$ cat src/rtl/dht_multi_reader.sv
// -----------------------------------------------------------------------------
// dht_multi_reader
//   Scans N_CH DHT11/DHT22-style single-wire sensors one after another. For
//   each channel: pull the line low for the start pulse, release it, follow
//   the sensor's response handshake, shift in 40 bits (MSB first, bit value
//   from the high-time width) and report one result per channel through a
//   valid/ready port.
//
//   Optional build macro: DHT_RETRY_EN -- a channel that ends in error is
//   retried once after a 1000 us released gap; only the retry result is shown.
//
// Ports
//   clk, rst_n         system clock, asynchronous active-low reset
//   start              single-cycle scan request (ignored while busy)
//   busy               high from scan acceptance until the last result is taken
//   dht_in[N_CH]       raw line levels (asynchronous, synchronized inside)
//   dht_drive_low[N_CH] 1 = pull the line low (open-drain), 0 = release
//   out_valid/out_ready result handshake
//   out_ch             channel index of the result
//   out_data           {hum_int, hum_dec, temp_int, temp_dec}
//   out_err            0 ok, 1 no response, 2 data timeout, 3 checksum
// -----------------------------------------------------------------------------
module dht_multi_reader #(
  parameter int CLK_FREQ_HZ   = 100000000,
  parameter int N_CH          = 4,
  parameter int START_LOW_US  = 18000,
  parameter int TIMEOUT_US    = 100,
  parameter int BIT_THRESH_US = 40
) (
  input  logic            clk,
  input  logic            rst_n,
  input  logic            start,
  output logic            busy,
  input  logic [N_CH-1:0] dht_in,
  output logic [N_CH-1:0] dht_drive_low,
  output logic            out_valid,
  input  logic            out_ready,
  output logic [2:0]      out_ch,
  output logic [31:0]     out_data,
  output logic [1:0]      out_err
);

  localparam int DIV          = CLK_FREQ_HZ / 1000000;
  localparam int DIV_W        = (DIV > 1) ? $clog2(DIV) : 1;
  localparam int RETRY_GAP_US = 1000;
  localparam int T_MAX0       = (START_LOW_US > TIMEOUT_US) ? START_LOW_US : TIMEOUT_US;
  localparam int T_MAX        = (T_MAX0 > RETRY_GAP_US) ? T_MAX0 : RETRY_GAP_US;
  localparam int TMR_W        = $clog2(T_MAX + 2);

  typedef enum logic [3:0] {
    IDLE, START_LOW, WAIT_RESP, RESP_LOW, RESP_HIGH,
    BIT_LOW, BIT_HIGH, CHECK, OUTPUT
`ifdef DHT_RETRY_EN
    , RETRY_WAIT
`endif
  } state_t;

  state_t             state;
  logic [N_CH-1:0]    sync1, sync2;
  logic [2:0]         ch;
  logic [DIV_W-1:0]   div;
  logic [TMR_W-1:0]   timer;
  logic [39:0]        shreg;
  logic [5:0]         bit_cnt;
  logic               seen_high;
`ifdef DHT_RETRY_EN
  logic               retried;
`endif

  logic [7:0]         line_pad;
  logic               cur_line;
  logic               tick;
  logic               timeout;
  logic [7:0]         sum;
  logic [1:0]         fail_code;

  assign out_ch  = ch;
  assign tick    = (div == DIV_W'(DIV - 1));
  assign timeout = tick && (timer == TMR_W'(TIMEOUT_US));
  assign sum     = shreg[39:32] + shreg[31:24] + shreg[23:16] + shreg[15:8];

  // Pad the synchronized lines to 8 bits so the 3-bit channel index always
  // selects a real bit, whatever N_CH is.
  // NOTE: every variable written in always_comb gets a default first, so no
  // path through the block can leave it unassigned and infer a latch.
  always_comb begin
    line_pad = '0;
    line_pad[N_CH-1:0] = sync2;
  end
  assign cur_line = line_pad[ch];

  // Error raised by the current phase; the timeout class depends on whether
  // the sensor ever answered (handshake) or stalled mid-data.
  always_comb begin
    fail_code = 2'd0;
    case (state)
      WAIT_RESP, RESP_LOW, RESP_HIGH: if (timeout) fail_code = 2'd1;
      BIT_LOW, BIT_HIGH:              if (timeout) fail_code = 2'd2;
      CHECK:                          if (sum != shreg[7:0]) fail_code = 2'd3;
      default: ;
    endcase
  end

  // NOTE: all state here uses non-blocking assignments, so every right-hand
  // side sees the pre-edge value and later assignments simply override the
  // timebase defaults below.
  always_ff @(posedge clk or negedge rst_n) begin
    if (!rst_n) begin
      state         <= IDLE;
      sync1         <= '0;
      sync2         <= '0;
      ch            <= '0;
      div           <= '0;
      timer         <= '0;
      shreg         <= '0;
      bit_cnt       <= '0;
      seen_high     <= 1'b0;
      busy          <= 1'b0;
      dht_drive_low <= '0;
      out_valid     <= 1'b0;
      out_data      <= '0;
      out_err       <= '0;
`ifdef DHT_RETRY_EN
      retried       <= 1'b0;
`endif
    end else begin
      sync1 <= dht_in;
      sync2 <= sync1;

      // 1 us timebase; phase timers count ticks and restart on each transition.
      if (tick) begin
        div   <= '0;
        timer <= timer + TMR_W'(1);
      end else begin
        div   <= div + DIV_W'(1);
      end

`ifdef DHT_RETRY_EN
      if (fail_code != 2'd0 && !retried) begin
        retried <= 1'b1;
        state   <= RETRY_WAIT;
        div     <= '0;
        timer   <= '0;
      end else
`endif
      if (fail_code != 2'd0) begin
        state     <= OUTPUT;
        out_valid <= 1'b1;
        out_err   <= fail_code;
        out_data  <= (fail_code == 2'd3) ? shreg[39:8] : 32'd0;
      end else begin
        case (state)
          IDLE: begin
            div   <= '0;
            timer <= '0;
            if (start) begin
              busy          <= 1'b1;
              ch            <= 3'd0;
              dht_drive_low <= N_CH'(1);
              state         <= START_LOW;
`ifdef DHT_RETRY_EN
              retried       <= 1'b0;
`endif
            end
          end
          START_LOW: begin
            if (tick && timer == TMR_W'(START_LOW_US - 1)) begin
              dht_drive_low <= '0;
              seen_high     <= 1'b0;
              state         <= WAIT_RESP;
              div           <= '0;
              timer         <= '0;
            end
          end
          // The synchronizer still shows our own drive for two cycles after
          // release, so a low only counts once the line has been seen high.
          WAIT_RESP: begin
            if (cur_line) begin
              seen_high <= 1'b1;
            end else if (seen_high) begin
              state <= RESP_LOW;
              div   <= '0;
              timer <= '0;
            end
          end
          RESP_LOW: begin
            if (cur_line) begin
              state <= RESP_HIGH;
              div   <= '0;
              timer <= '0;
            end
          end
          RESP_HIGH: begin
            if (!cur_line) begin
              bit_cnt <= '0;
              state   <= BIT_LOW;
              div     <= '0;
              timer   <= '0;
            end
          end
          BIT_LOW: begin
            if (cur_line) begin
              state <= BIT_HIGH;
              div   <= '0;
              timer <= '0;
            end
          end
          BIT_HIGH: begin
            if (!cur_line) begin
              shreg   <= {shreg[38:0], (timer > TMR_W'(BIT_THRESH_US))};
              bit_cnt <= bit_cnt + 6'd1;
              state   <= (bit_cnt == 6'd39) ? CHECK : BIT_LOW;
              div     <= '0;
              timer   <= '0;
            end
          end
          CHECK: begin
            state     <= OUTPUT;
            out_valid <= 1'b1;
            out_err   <= 2'd0;
            out_data  <= shreg[39:8];
          end
          OUTPUT: begin
            div   <= '0;
            timer <= '0;
            if (out_ready) begin
              out_valid <= 1'b0;
              if (ch == 3'(N_CH - 1)) begin
                busy  <= 1'b0;
                state <= IDLE;
              end else begin
                ch            <= ch + 3'd1;
                dht_drive_low <= N_CH'(1) << (ch + 3'd1);
                state         <= START_LOW;
`ifdef DHT_RETRY_EN
                retried       <= 1'b0;
`endif
              end
            end
          end
`ifdef DHT_RETRY_EN
          RETRY_WAIT: begin
            if (tick && timer == TMR_W'(RETRY_GAP_US - 1)) begin
              dht_drive_low <= N_CH'(1) << ch;
              state         <= START_LOW;
              div           <= '0;
              timer         <= '0;
            end
          end
`endif
          default: state <= IDLE;
        endcase
      end
    end
  end

endmodule

$ cat config.mk
export PLATFORM = sky130hd
export DESIGN_NAME = dht_multi_reader
export DESIGN_NICKNAME = d
export VERILOG_FILES = /design/src/rtl/dht_multi_reader.sv
export SDC_FILE = /design/constraint.sdc
export NUM_CORES = 1
export LEC_CHECK = 0
export CAP_MARGIN = 20
export CORE_AREA = 2 2 146 148
export CTS_BUF_LIST = sky130_fd_sc_hd__clkbuf_2 sky130_fd_sc_hd__clkbuf_4 sky130_fd_sc_hd__clkbuf_8
export CTS_CLUSTER_DIAMETER = 40
export CTS_CLUSTER_SIZE = 16
export DETAILED_ROUTE_END_ITERATION = 12
export DIE_AREA = 0 0 148 150
export GPL_ROUTABILITY_DRIVEN = 0
export PLACE_DENSITY = 0.58
export SYNTH_ARGS = -nofsm -noshare
export SYNTH_HDL_FRONTEND = slang
export SYNTH_SLANG_ARGS = --single-unit
$ cat constraint.sdc
create_clock -name clk -period 2.9 [get_ports clk]
set_input_delay 0.58 -clock clk [delete_from_list [all_inputs] [get_ports clk]]
set_output_delay 0.58 -clock clk [all_outputs]
set_load 0.005 [all_outputs]
==> qor.yml <==
outcome:
  status: "finished, violations left"
  violations: "setup timing"
cells_and_area:
  multi_input_area_um2: 2840
  layout.nets: 649
  n_fill_cell: 2060
  drive_above_1_share_pct: 18.8
  antenna_cells: 0
  area.growth.synth_to_final_pct: 22.7
  ff_latch_area_um2: 3100
  post-route-util_pct: 36.3
logic_synthesis:
  syn_nets: 575
  yosys-top-cells-count: "124 x dfrtp_1, 43 x nand2_1, 40 x nor2_1"
  synth_edf_count: 0
  synth_top_area_share_pct: 50.7
  ys.flop_type: "dfrtp_1"
  synth_seq_cells: 124
  yosysTopAreaCell: "dfrtp_1"
  ys_types: 56
  synth.most_common_cell: "dfrtp_1"
  synth_cells: 536
  yosysWarnings: 0
  synthArstFlopShare_pct: 100
  synth.yosys.seq_area_share_pct: 50.7
  synthTopCellsByArea: "dfrtp_1 51%, mux2_2 7.2%, a22o_1 4.7%, fa_1 4.6%, ha_1 3.5%"
  syn_area_um2: 6120
  postSynthAreaPerCell_um2: 11.4
clock_tree:
  clock_latency_ns: 0.46
  cts_max_level: 4
  clkTransAtPathRegs_ns: 0.08
  cts_max_path_buffers: 2
  cts_tree: "yes"
  clock-root-buffer: "clkbuf_8"
  hold_buffers: 0
  numCtsBuffers: 17
  clock_sinks: 124
sta:
  fin_ws_ns: -0.210
  final.period_utilization_pct: 107
  clock_skew_ns: 0.0129
  hold_ws_ns: 0.227
  setup_viol: 2
  worst_slew_pin_slew_ns: 0.867
  fin_setup_tns_ns: -0.401
  timing_max_transition_violations_final: 0
  fmax_mhz: 322
  hold_violations: 0
  grt_setup_unrepaired: "yes"
  max_slew_margin_pct: 41.5
  fin_crit_ns: 3.11
setup_path:
  end_kind: "register"
  arrival_ns: 3.44
  path_class: "register to register"
  critPathMaxFanout: 2
  worstPathRequired_ns: 3.23
  cp-start-kind: "register"
worst_hold_path:
  hold_path.class: "input pin to async pin"
global_route:
  grt_max_degree: 64
  grt_pass1_vias: 4468
  grt_remaining_overflow: 0
  grt_pass1_wl_um: 22600
  antenna_found_initial: 0
  grt_usage_pct: 13.0
placement:
  hpwlAfterDp_um: 9360
  port-buffer-count: 50
floorplanning:
  std_cell_rows: 53
  die_y_um: 150
  die_w_um: 148
  ios: 51
  start_util_pct: 29.6
  coreArea_um2: 20700
  die-area_um2: 22200
flow_run:
  maxCapViolations: 0
power:
  p_per_area_nw_per_um2: 606
  leakagePower_nw: 3.42
  vdd_ir_drop_max_mv: 0.382
routing:
  vias: 4206
  wl_per_cell_um: 14.9
  antenna_left: 0
  drc_errors: 0
  via_per_inst: 4.68
  wirelength_um: 13400
  drtIter0Drc: 257
  drt_pass1_iterations: 4
==> kinds of logic after synthesis <==
family                     count (synthesis)  synth area share (%)
buffers and inverters                     47                  3.70
DFF                                      124                  50.7
and+or+nand+nor                          159                  13.0
xor gates and xnor gates                  38                  5.44
muxes                                     41                  7.50
adders and majority gates                 31                  8.05
AOI/OAI and AO/OA                         96                  11.6
==> through the flow <==
step                instances  power, mW  cell area [µm²]  setup WS, ns
floorplan                 536       2.74             6130        -0.102
global placement          865       3.00             7060        -0.224
detailed placement        865       3.03             7060        -0.322
CTS                       897       4.61             7480        -0.202
global route              898       4.83             7510        -0.390
finish                    898       4.55             7510        -0.210
==> layer usage <==
layer,share of wire (%),track usage [%]
met4,1.2,4.57
met5,0,0
met3,3.3,3.96
met2,49,20.8
met1,47,16.7
==> path summary, 6_finish.rpt <==
check                      slack [ns]                  endpoint                 start  cells past startpoint
max in group asynchronous        1.94  out_data[28]$_DFFE_PN0P_                 rst_n                      2
hold reg to reg                  0.35        sync2[2]$_DFF_PN0_    sync1[2]$_DFF_PN0_                      0
min in group clk                 0.35        sync2[2]$_DFF_PN0_    sync1[2]$_DFF_PN0_                      0
setup reg to reg                -0.21    out_err[1]$_DFFE_PN0P_  shreg[9]$_DFFE_PN0P_                     12
hold / removal                   0.23  out_data[20]$_DFFE_PN0P_                 rst_n                      1
setup / recovery                -0.21    out_err[1]$_DFFE_PN0P_  shreg[9]$_DFFE_PN0P_                     12
==> state kept, by name (all words and copies together), names as in the netlist <==
| signal | cells |
|---|---|
| out_ch | 3 |
| bit_cnt | 6 |
| div | 7 |
| shreg | 40 |
| out_err | 2 |
| seen_high | 1 |
| sync1 | 4 |
| state | 4 |
| dht_drive_low | 4 |
| out_data | 32 |
| sync2 | 4 |
| busy | 1 |
| out_valid | 1 |
| timer | 15 |
==> final cells by class <==
class / instances / share of cell area [%]
repair buffers: 76 / 9.56
flip-flops and latches: 124 / 41.3
well taps: 275 / 4.58
clock inverters: 10 / 1.52
inverters: 26 / 1.30
clock buffers: 22 / 3.95
multi-input cells: 365 / 37.8
==> power by group <==
| part | switching [mW] | internal (mW) |
|---|---|---|
| combinational | 0.569 | 0.399 |
| clock | 0.710 | 0.860 |
| sequential | 0.183 | 1.83 |
==> cell usage in the layout (no fill, tap or decap), types with 21 or more instances in the layout <==
cell | netlist | layout
buf_4 | 5 | 25
xnor2_1 | 24 | 23
mux2_2 | 39 | 39
nor2_1 | 40 | 39
dfrtp_1 | 124 | 124
a22o_1 | 33 | 33
clkbuf_8 | 0 | 21
clkdlybuf4s50_1 | 0 | 49
inv_1 | 26 | 25
nand2_1 | 43 | 43
==> worst max-delay path, stage by stage (launching register included) <==
cell     delay (ns)
dfrtp_1        0.40
fa_1           0.54
inv_1          0.05
fa_1           0.49
inv_2          0.05
ha_4           0.15
fa_2           0.36
nand3_1        0.09
nand2_1        0.09
a31oi_1        0.23
xnor2_1        0.14
o31ai_4        0.28
o31ai_1        0.12
==> what timing repair did <==
item,in CTS,in global routing
setup buffers,0,1
gates resized for setup,1,4
setup endpoints to repair,2,36
pin swaps,5,1
(Power assumes the default switching activity.)
